File: src/rtl/mssd_pkg.sv
// Shared MSSD link definitions: field widths, line levels, FSM states
// and the hex-to-7-segment decoder used by the transmitter and receiver.
package mssd_pkg;

  localparam int MSSD_PORT_W = 2;
  localparam int MSSD_LEN_W  = 4;
  localparam int MSSD_DATA_W = 16;

  localparam logic MSSD_IDLE_LEVEL  = 1'b1;
  localparam logic MSSD_START_LEVEL = 1'b0;

  typedef enum logic [2:0] {
    S_IDLE,
    S_START,
    S_PORT,
    S_LEN,
    S_DATA,
    S_FINISH
  } mssd_state_e;

  // Active-high segments {g,f,e,d,c,b,a}
  function automatic logic [6:0] mssd_hex_ssd(input logic [3:0] v);
    logic [6:0] seg;
    case (v)
      4'h0: seg = 7'h3F;
      4'h1: seg = 7'h06;
      4'h2: seg = 7'h5B;
      4'h3: seg = 7'h4F;
      4'h4: seg = 7'h66;
      4'h5: seg = 7'h6D;
      4'h6: seg = 7'h7D;
      4'h7: seg = 7'h07;
      4'h8: seg = 7'h7F;
      4'h9: seg = 7'h6F;
      4'hA: seg = 7'h77;
      4'hB: seg = 7'h7C;
      4'hC: seg = 7'h39;
      4'hD: seg = 7'h5E;
      4'hE: seg = 7'h79;
      default: seg = 7'h71;
    endcase
    return seg;
  endfunction

endpackage

File: src/rtl/mssd_step_sync.sv
// Push-button step synchronizer: two metastability flops plus one
// history flop, producing a single-cycle pulse per rising edge.
module mssd_step_sync (
  input  logic clock,
  input  logic reset,
  input  logic step,
  output logic step_rise
);

  logic [2:0] sync_q;

  always_ff @(posedge clock or posedge reset) begin
    if (reset) begin
      sync_q <= 3'b000;
    end else begin
      sync_q <= {sync_q[1:0], step};
    end
  end

  assign step_rise = sync_q[1] & ~sync_q[2];

endmodule

File: src/rtl/mssd_packet_tx.sv
// MSSD serial packet transmitter, one bit per synchronized step edge.
// Define MSSD_TX_SSD_EN to drive ssd_remaining from the payload counter.
module mssd_packet_tx
  import mssd_pkg::*;
(
  input  logic                   clock,
  input  logic                   reset,
  input  logic                   start,
  input  logic [MSSD_PORT_W-1:0] port,
  input  logic [MSSD_LEN_W-1:0]  len,
  input  logic [MSSD_DATA_W-1:0] data,
  input  logic                   step,
  output logic                   SerOut,
  output logic                   busy,
  output logic                   done,
  output logic [6:0]             ssd_remaining
);

  mssd_state_e state_q, state_d;
  logic ser_q, ser_d;
  logic [MSSD_LEN_W-1:0]  cnt_q, cnt_d;
  logic [MSSD_PORT_W-1:0] port_q, port_d;
  logic [MSSD_LEN_W-1:0]  len_q, len_d;
  logic [MSSD_DATA_W-1:0] data_q, data_d;
  logic step_rise;
  logic [1:0] len_idx;
  logic [3:0] first_idx;
  logic [3:0] next_idx;

  mssd_step_sync u_sync (
    .clock     (clock),
    .reset     (reset),
    .step      (step),
    .step_rise (step_rise)
  );

  assign len_idx   = cnt_q[1:0] - 2'd1;
  assign first_idx = len_q - 4'd1;
  assign next_idx  = cnt_q - 4'd2;

  always_ff @(posedge clock or posedge reset) begin
    if (reset) begin
      state_q <= S_IDLE;
      ser_q   <= MSSD_IDLE_LEVEL;
      cnt_q   <= '0;
      port_q  <= '0;
      len_q   <= '0;
      data_q  <= '0;
    end else begin
      state_q <= state_d;
      ser_q   <= ser_d;
      cnt_q   <= cnt_d;
      port_q  <= port_d;
      len_q   <= len_d;
      data_q  <= data_d;
    end
  end

  always_comb begin
    state_d = state_q;
    ser_d   = ser_q;
    cnt_d   = cnt_q;
    port_d  = port_q;
    len_d   = len_q;
    data_d  = data_q;
    done    = 1'b0;
    unique case (state_q)
      S_IDLE: begin
        ser_d = MSSD_IDLE_LEVEL;
        if (start) begin
          port_d  = port;
          len_d   = len;
          data_d  = data;
          ser_d   = MSSD_START_LEVEL;
          state_d = S_START;
        end
      end
      S_START: begin
        if (step_rise) begin
          state_d = S_PORT;
          ser_d   = port_q[1];
          cnt_d   = 4'd1;
        end
      end
      S_PORT: begin
        if (step_rise) begin
          if (cnt_q == '0) begin
            state_d = S_LEN;
            ser_d   = len_q[3];
            cnt_d   = 4'd3;
          end else begin
            cnt_d = cnt_q - 4'd1;
            ser_d = port_q[0];
          end
        end
      end
      S_LEN: begin
        if (step_rise) begin
          if (cnt_q != '0) begin
            cnt_d = cnt_q - 4'd1;
            ser_d = len_q[len_idx];
          end else if (len_q == '0) begin
            state_d = S_FINISH;
            ser_d   = MSSD_IDLE_LEVEL;
          end else begin
            state_d = S_DATA;
            ser_d   = data_q[first_idx];
            cnt_d   = len_q;
          end
        end
      end
      S_DATA: begin
        // cnt_q counts payload bits not yet sampled, including the one on the line
        if (step_rise) begin
          if (cnt_q == 4'd1) begin
            state_d = S_FINISH;
            ser_d   = MSSD_IDLE_LEVEL;
            cnt_d   = '0;
          end else begin
            cnt_d = cnt_q - 4'd1;
            ser_d = data_q[next_idx];
          end
        end
      end
      S_FINISH: begin
        done    = 1'b1;
        ser_d   = MSSD_IDLE_LEVEL;
        cnt_d   = '0;
        state_d = S_IDLE;
      end
      default: begin
        state_d = S_IDLE;
        ser_d   = MSSD_IDLE_LEVEL;
      end
    endcase
  end

  assign SerOut = ser_q;
  assign busy   = (state_q != S_IDLE);

`ifdef MSSD_TX_SSD_EN
  assign ssd_remaining = (state_q == S_DATA) ? mssd_hex_ssd(cnt_q) : 7'b0000000;
`else
  assign ssd_remaining = 7'b0000000;
`endif

endmodule

File: config.mk
export PLATFORM = sky130hd
export DESIGN_NAME = mssd_packet_tx
export DESIGN_NICKNAME = d
export VERILOG_FILES = /design/src/rtl/mssd_pkg.sv /design/src/rtl/mssd_step_sync.sv /design/src/rtl/mssd_packet_tx.sv
export SDC_FILE = /design/constraint.sdc
export NUM_CORES = 1
export LEC_CHECK = 0
export CAP_MARGIN = 10
export CORE_ASPECT_RATIO = 1.5
export CORE_MARGIN = 4
export CORE_UTILIZATION = 35
export CTS_BUF_LIST = sky130_fd_sc_hd__clkbuf_2 sky130_fd_sc_hd__clkbuf_4 sky130_fd_sc_hd__clkbuf_8
export CTS_CLUSTER_SIZE = 40
export DETAILED_ROUTE_END_ITERATION = 10
export DONT_BUFFER_PORTS = 1
export MAX_ROUTING_LAYER = met4
export PLACE_DENSITY = 0.54
export REMOVE_ABC_BUFFERS = 1
export SETUP_SLACK_MARGIN = 0.4
export SLEW_MARGIN = 20
export SYNTH_ARGS = -nofsm -noshare
export SYNTH_HDL_FRONTEND = slang
export SYNTH_HIERARCHICAL = 1
export SYNTH_SLANG_ARGS = --single-unit
File: constraint.sdc
create_clock -name clock -period 2.5 [get_ports clock]
set_input_delay 0.625 -clock clock [delete_from_list [all_inputs] [get_ports clock]]
set_output_delay 0.625 -clock clock [all_outputs]
set_load 0.005 [all_outputs]
* Word level (Yosys, flattened, before mapping)
Cells that the tools add are included.
Word-level totals: flip-flop bits (word level) 33, input bits 26, output and inout bits 10, logic and storage cells 77
Operators by class: add/sub/neg operators 4, magnitude comparators 3, equal/unequal tests 15, mux-type cells 36, bitwise logic cells 2, reductions and logical operators 10
Operator list (count):
- $mux W4 | 8
- $mux W3 | 8
- $pmux W4 S5 | 1
- $ne A2 B2 Y1 const B | 8
- $pmux W3 S5 | 1
- $mux W1 | 14
- $lt A4 B5 Y1 const B | 2
- $bmux W1 S4 | 2
- $logic_not A4 Y1 | 2
- $reduce_and A8 Y1 | 1
- $sub A4 B1 Y4 const B | 2
- $eq A3 B2 Y1 const B | 2
- $eq A3 B3 Y1 const B | 2
- $reduce_and A6 Y1 | 1
- $pmux W1 S5 | 1
- $reduce_bool A5 Y1 | 1
- $eq A4 B1 Y1 const B | 1
- $reduce_and A4 Y1 | 1
- $reduce_bool A4 Y1 | 1
- $sub A4 B2 Y4 const B | 1
- $eq A3 B1 Y1 const B | 1
- $logic_not A3 Y1 | 1
- $lt A2 B3 Y1 const B | 1
- $ne A3 B3 Y1 const B | 1
- other kinds (6) | 6

* Depth between registers and ports, before layout
depth after elaboration 7, gate-level depth with buffers 9, gate-level depth less buffers 7

* Hierarchy
The synthesis kept the hierarchy.
By module, submodules not included:
- mssd_packet_tx | times used 1, cells an instance 184, area each 1993.2 um^2, seq. area each 752.0 um^2
- mssd_step_sync | times used 1, cells an instance 5, area each 92.6 um^2, seq. area each 75.1 um^2

* Worst setup path before layout
OpenSTA, ideal clock, no wires.
kind register -> register, start register cnt_q[0], end register state_q[1], setup time 128 ps, arrival 1784 ps, data required time 2372 ps, setup slack 588 ps, stages on the path, launching flop included 10, path buffers 2, clock period less this slack 1912 ps, path through dfrtp_1 buf_6 inv_1 ha_1 or3b_1 clkbuf_1 a2bb2oi_2 o21ai_2 o21ai_0 o31ai_1
Between the ends: longest elaborated chain between the ends 3
Ends and longest elaborated chain:
- start, declared | line mssd_packet_tx.sv:21 | logic [MSSD_LEN_W-1:0] cnt_q, cnt_d;
- start signal, assigned | line mssd_packet_tx.sv:52 | cnt_q <= cnt_d;
- $eq A4 B1 Y1, or another cell as far along | line mssd_packet_tx.sv:115 | if (cnt_q == 4'd1) begin
- $ne A2 B2 Y1 (no source line)
- $reduce_and A8 Y1 (no source line) (*)
- end signal, assigned | line mssd_packet_tx.sv:50 | state_q <= state_d;
- end, declared | line mssd_packet_tx.sv:19 | mssd_state_e state_q, state_d;
Mark *: on every way between the ends. The rest lies on a longest branch, timed or not. A chain may end at the register's enable or synchronous reset.

* Worst setup path after layout
start register len_q[0], end register ser_q (netlist: SerOut)
Between the ends: longest elaborated chain between the ends 7
Ends and longest elaborated chain:
- start, declared | line mssd_packet_tx.sv:23 | logic [MSSD_LEN_W-1:0] len_q, len_d;
- start signal, assigned | line mssd_packet_tx.sv:54 | len_q <= len_d;
- $sub A4 B1 Y4 | line mssd_packet_tx.sv:38 | assign first_idx = len_q - 4'd1;
- $bmux W1 S4 | line mssd_packet_tx.sv:107 | ser_d = data_q[first_idx];
- $mux W1 (implied by the code) | line mssd_packet_tx.sv:107
- $mux W1 | line mssd_packet_tx.sv:102 | end else if (len_q == '0) begin
- $mux W1 (*) | line mssd_packet_tx.sv:99 | if (cnt_q != '0) begin
- $mux W1 (*) | line mssd_packet_tx.sv:98 | if (step_rise) begin
- $pmux W1 S5 (*) | line mssd_packet_tx.sv:67 | unique case (state_q)
- end signal, assigned | line mssd_packet_tx.sv:51 | ser_q <= ser_d;
- end, declared | line mssd_packet_tx.sv:20 | logic ser_q, ser_d;
Mark *: on every way between the ends. The rest lies on a longest branch, timed or not. The select of a mux whose other input is x is not followed.

==> impl_metrics.py <==
metrics = {
    "run_status": {
        "outcome": "completed",
    },
    "logic_synthesis": {
        "syn_inst": 189,
        "async_reset_ff_frac": 1.00,
        "yosys_most_used_dff": "dfrtp_1",
        "synth_top_area_frac": 0.384,
        "synth_edf_count": 0,
        "syn_area_per_cell_um2": 11.0,
        "synth_area_leaders": "dfrtp_1 38%, mux2_2 12%, mux4_1 6.3%",
        "synth_area_um2": 2090,
        "synth_cell_types": 46,
        "synth_warnings": 6,
        "yosysTopAreaCell": "dfrtp_1",
        "synthTopCellsByCount": "32 x dfrtp_1, 22 x mux2_2, 13 x o21ai_0",
        "ys_seq_area_frac": 0.397,
        "synth_most_common_cell": "dfrtp_1",
        "ys_ff_latch": 33,
    },
    "setup_path": {
        "r2r-end": "SerOut$_DFFE_PP1P_",
        "cp.arrival_ns": 2.18,
        "critical_path_required_ns": 2.69,
        "worst_setup_path_end_kind": "flop",
        "start_kind": "flop",
        "r2r_start": "len_q[0]$_DFFE_PP0P_",
        "reg2regPathDepth": 7,
        "r2r_slack_ns": 0.51,
        "crit_start": "len_q[0]$_DFFE_PP0P_",
        "worstPathMaxFanout": 5,
        "path_class": "flop to flop",
    },
    "clocking": {
        "tritoncts": "built",
        "cts_sinks": 33,
        "numCtsBuffers": 5,
        "holdBufCountCts": 0,
        "root_buffer": "clkbuf_8",
        "clk_latency_ns": 0.28,
        "path_clk_slew_ns": 0.07,
        "h-tree-depth": 2,
        "clock_path_buffers": 2,
    },
    "timing": {
        "skew_ns": 0.00575,
        "fin_crit_sh": 0.794,
        "drv_slew": 0,
        "period_minus_slack_ns": 1.99,
        "finalSetupTns_ns": 0,
        "rsz0062_at_grt": "yes",
        "setup_violations": 0,
        "max_clock_freq_mhz": 504,
        "finalHoldViolCount": 0,
    },
    "route": {
        "drt-met1-wl_um": 1680,
        "wl_met2_um": 2320,
        "dr.pass1.iters": 4,
        "routed-via-count": 1404,
        "ant_nets": 0,
        "wirelength_um": 4220,
        "post-route-drc-count": 0,
        "drt_iter0_drc": 27,
        "top_layer": "met4",
        "wl_met3_um": 114,
        "routedWlPerCell_um": 16.0,
        "vias_per_cell": 5.34,
    },
    "power": {
        "power_density_nw_per_um2": 1400,
        "p_leak_nw": 0.932,
        "power_w": 0.00311,
        "peakVddDrop_uv": 659,
    },
    "final_layout": {
        "drive_gt1_frac": 0.246,
        "fin_nets": 222,
        "final_core_util": 0.384,
        "fin_cells": 263,
        "antenna_cells": 0,
        "area_growth_pct": 6.60,
    },
    "floorplanning": {
        "initial_core_util": 0.361,
        "core_area_um2": 5790,
        "die_w_um": 71.0,
        "die_y_um": 103,
        "ios": 36,
        "die-area_um2": 7280,
        "rows": 34,
    },
    "global_route": {
        "track_usage": 0.130,
        "grt_pass1_vias": 1478,
        "grt_pass1_wl_um": 7200,
        "grt_max_degree": 31,
        "grt_antenna_before_repair": 0,
        "overflow": 0,
    },
    "place": {
        "place_congestion": 0.800,
        "io_buffers": 0,
        "place_hpwl_um": 3250,
        "dp.cells": 254,
    },
    "flow_run": {
        "maxCapViolCount": 0,
    },
    "min_path": {
        "hold_class": "input port to asynchronous set/reset pin",
    },
}
## logic make-up (layout without fill, tap and decap cells)
kind of cell	after synthesis	after routing	share of synthesized area
AOI/OAI and AO/OA	40	40	0.128
xor gates and xnor gates	3	3	0.0126
adders and majority gates	5	5	0.0300
buffers and inverters	29	25	0.0762
DFF	33	33	0.397
muxes	37	37	0.248
other	1	7	0.00180
and+or+nand+nor	41	41	0.107
## per-layer routing
| metal | vias up | global-route usage |
|---|---|---|
| li1 | 675 | - |
| met1 | 686 | 0.140 |
| met2 | 34 | 0.232 |
| met3 | 9 | 0.0234 |
| met4 | 0 | 0.0579 |
| met5 | - | - |
## repair_timing
item | 4_1_cts | 5_1_grt
resized for setup | 1 | 1
setup buffers | 0 | 2
pin swaps | 0 | 0
endpoints found under the setup margin | 1 | 3
## critical path: stages, from the launching register on
cell,delay (ns)
dfrtp_2,0.40
inv_1,0.09
ha_1,0.37
mux4_1,0.57
mux2i_1,0.15
a311oi_1,0.12
o41ai_2,0.07
o311ai_1,0.14
## through the flow
step / area [um2] / hold WS, ns / setup slack (ns)
after floorplan: 1990 / 0.331 / 0.587
after global placement: 2110 / 0.352 / 0.463
after detailed placement: 2110 / 0.350 / 0.372
after CTS: 2210 / 0.0832 / 0.450
after global routing: 2220 / 0.0768 / 0.350
final: 2220 / 0.0877 / 0.514
## worst max-delay path by stage
stage	to	slack (ns)
2_1_floorplan	SerOut$_DFFE_PP1P_	0.59
3_3_place_gp	SerOut$_DFFE_PP1P_	0.46
3_5_place_dp	SerOut$_DFFE_PP1P_	0.37
4_1_cts	SerOut$_DFFE_PP1P_	0.45
5_1_grt	SerOut$_DFFE_PP1P_	0.35
6_report	SerOut$_DFFE_PP1P_	0.51
## layout by cell type (no fill, tap or decap), types with 2 or more instances in the layout
| cell type | count |
|---|---|
| buf_4 | 6 |
| a31oi_1 | 2 |
| o21ai_0 | 13 |
| nor2b_1 | 2 |
| inv_1 | 11 |
| nor2_1 | 10 |
| mux4_1 | 5 |
| nand3_1 | 3 |
| dfrtp_1 | 31 |
| mux2i_1 | 7 |
| a22o_1 | 2 |
| o31ai_1 | 2 |
| nor3b_2 | 2 |
| ha_1 | 5 |
| nand2_1 | 11 |
| mux2_2 | 22 |
| conb_1 | 7 |
| mux4_2 | 3 |
| xor2_1 | 3 |
| clkbuf_8 | 6 |
| o22ai_1 | 4 |
| a21oi_1 | 7 |
| nor3_1 | 3 |
## registers in the layout, summed over array words and instances (netlist names)
register       flops
cnt_q              4
len_q              4
data_q            16
port_q             2
state_q            3
u_sync/sync_q      3
SerOut             1
## area by class of cell
type,count,area [um2]
Multi-Input combinational cell,133,1120
Clock buffer,7,90.1
Fill cell,598,3560
Inverter,12,45.0
Timing Repair Buffer,6,45.0
Sequential cell,33,828
Tap cell,72,90.1
## report_power, final
group / internal, W / total [W] / switching (W)
combinational: 0.000878 / 0.00163 / 0.000756
sequential: 0.000789 / 0.00106 / 0.000275
clock: 0.000229 / 0.000412 / 0.000183
total: 0.00190 / 0.00311 / 0.00121
No activity file was read; power rests on OpenSTA's default activity.
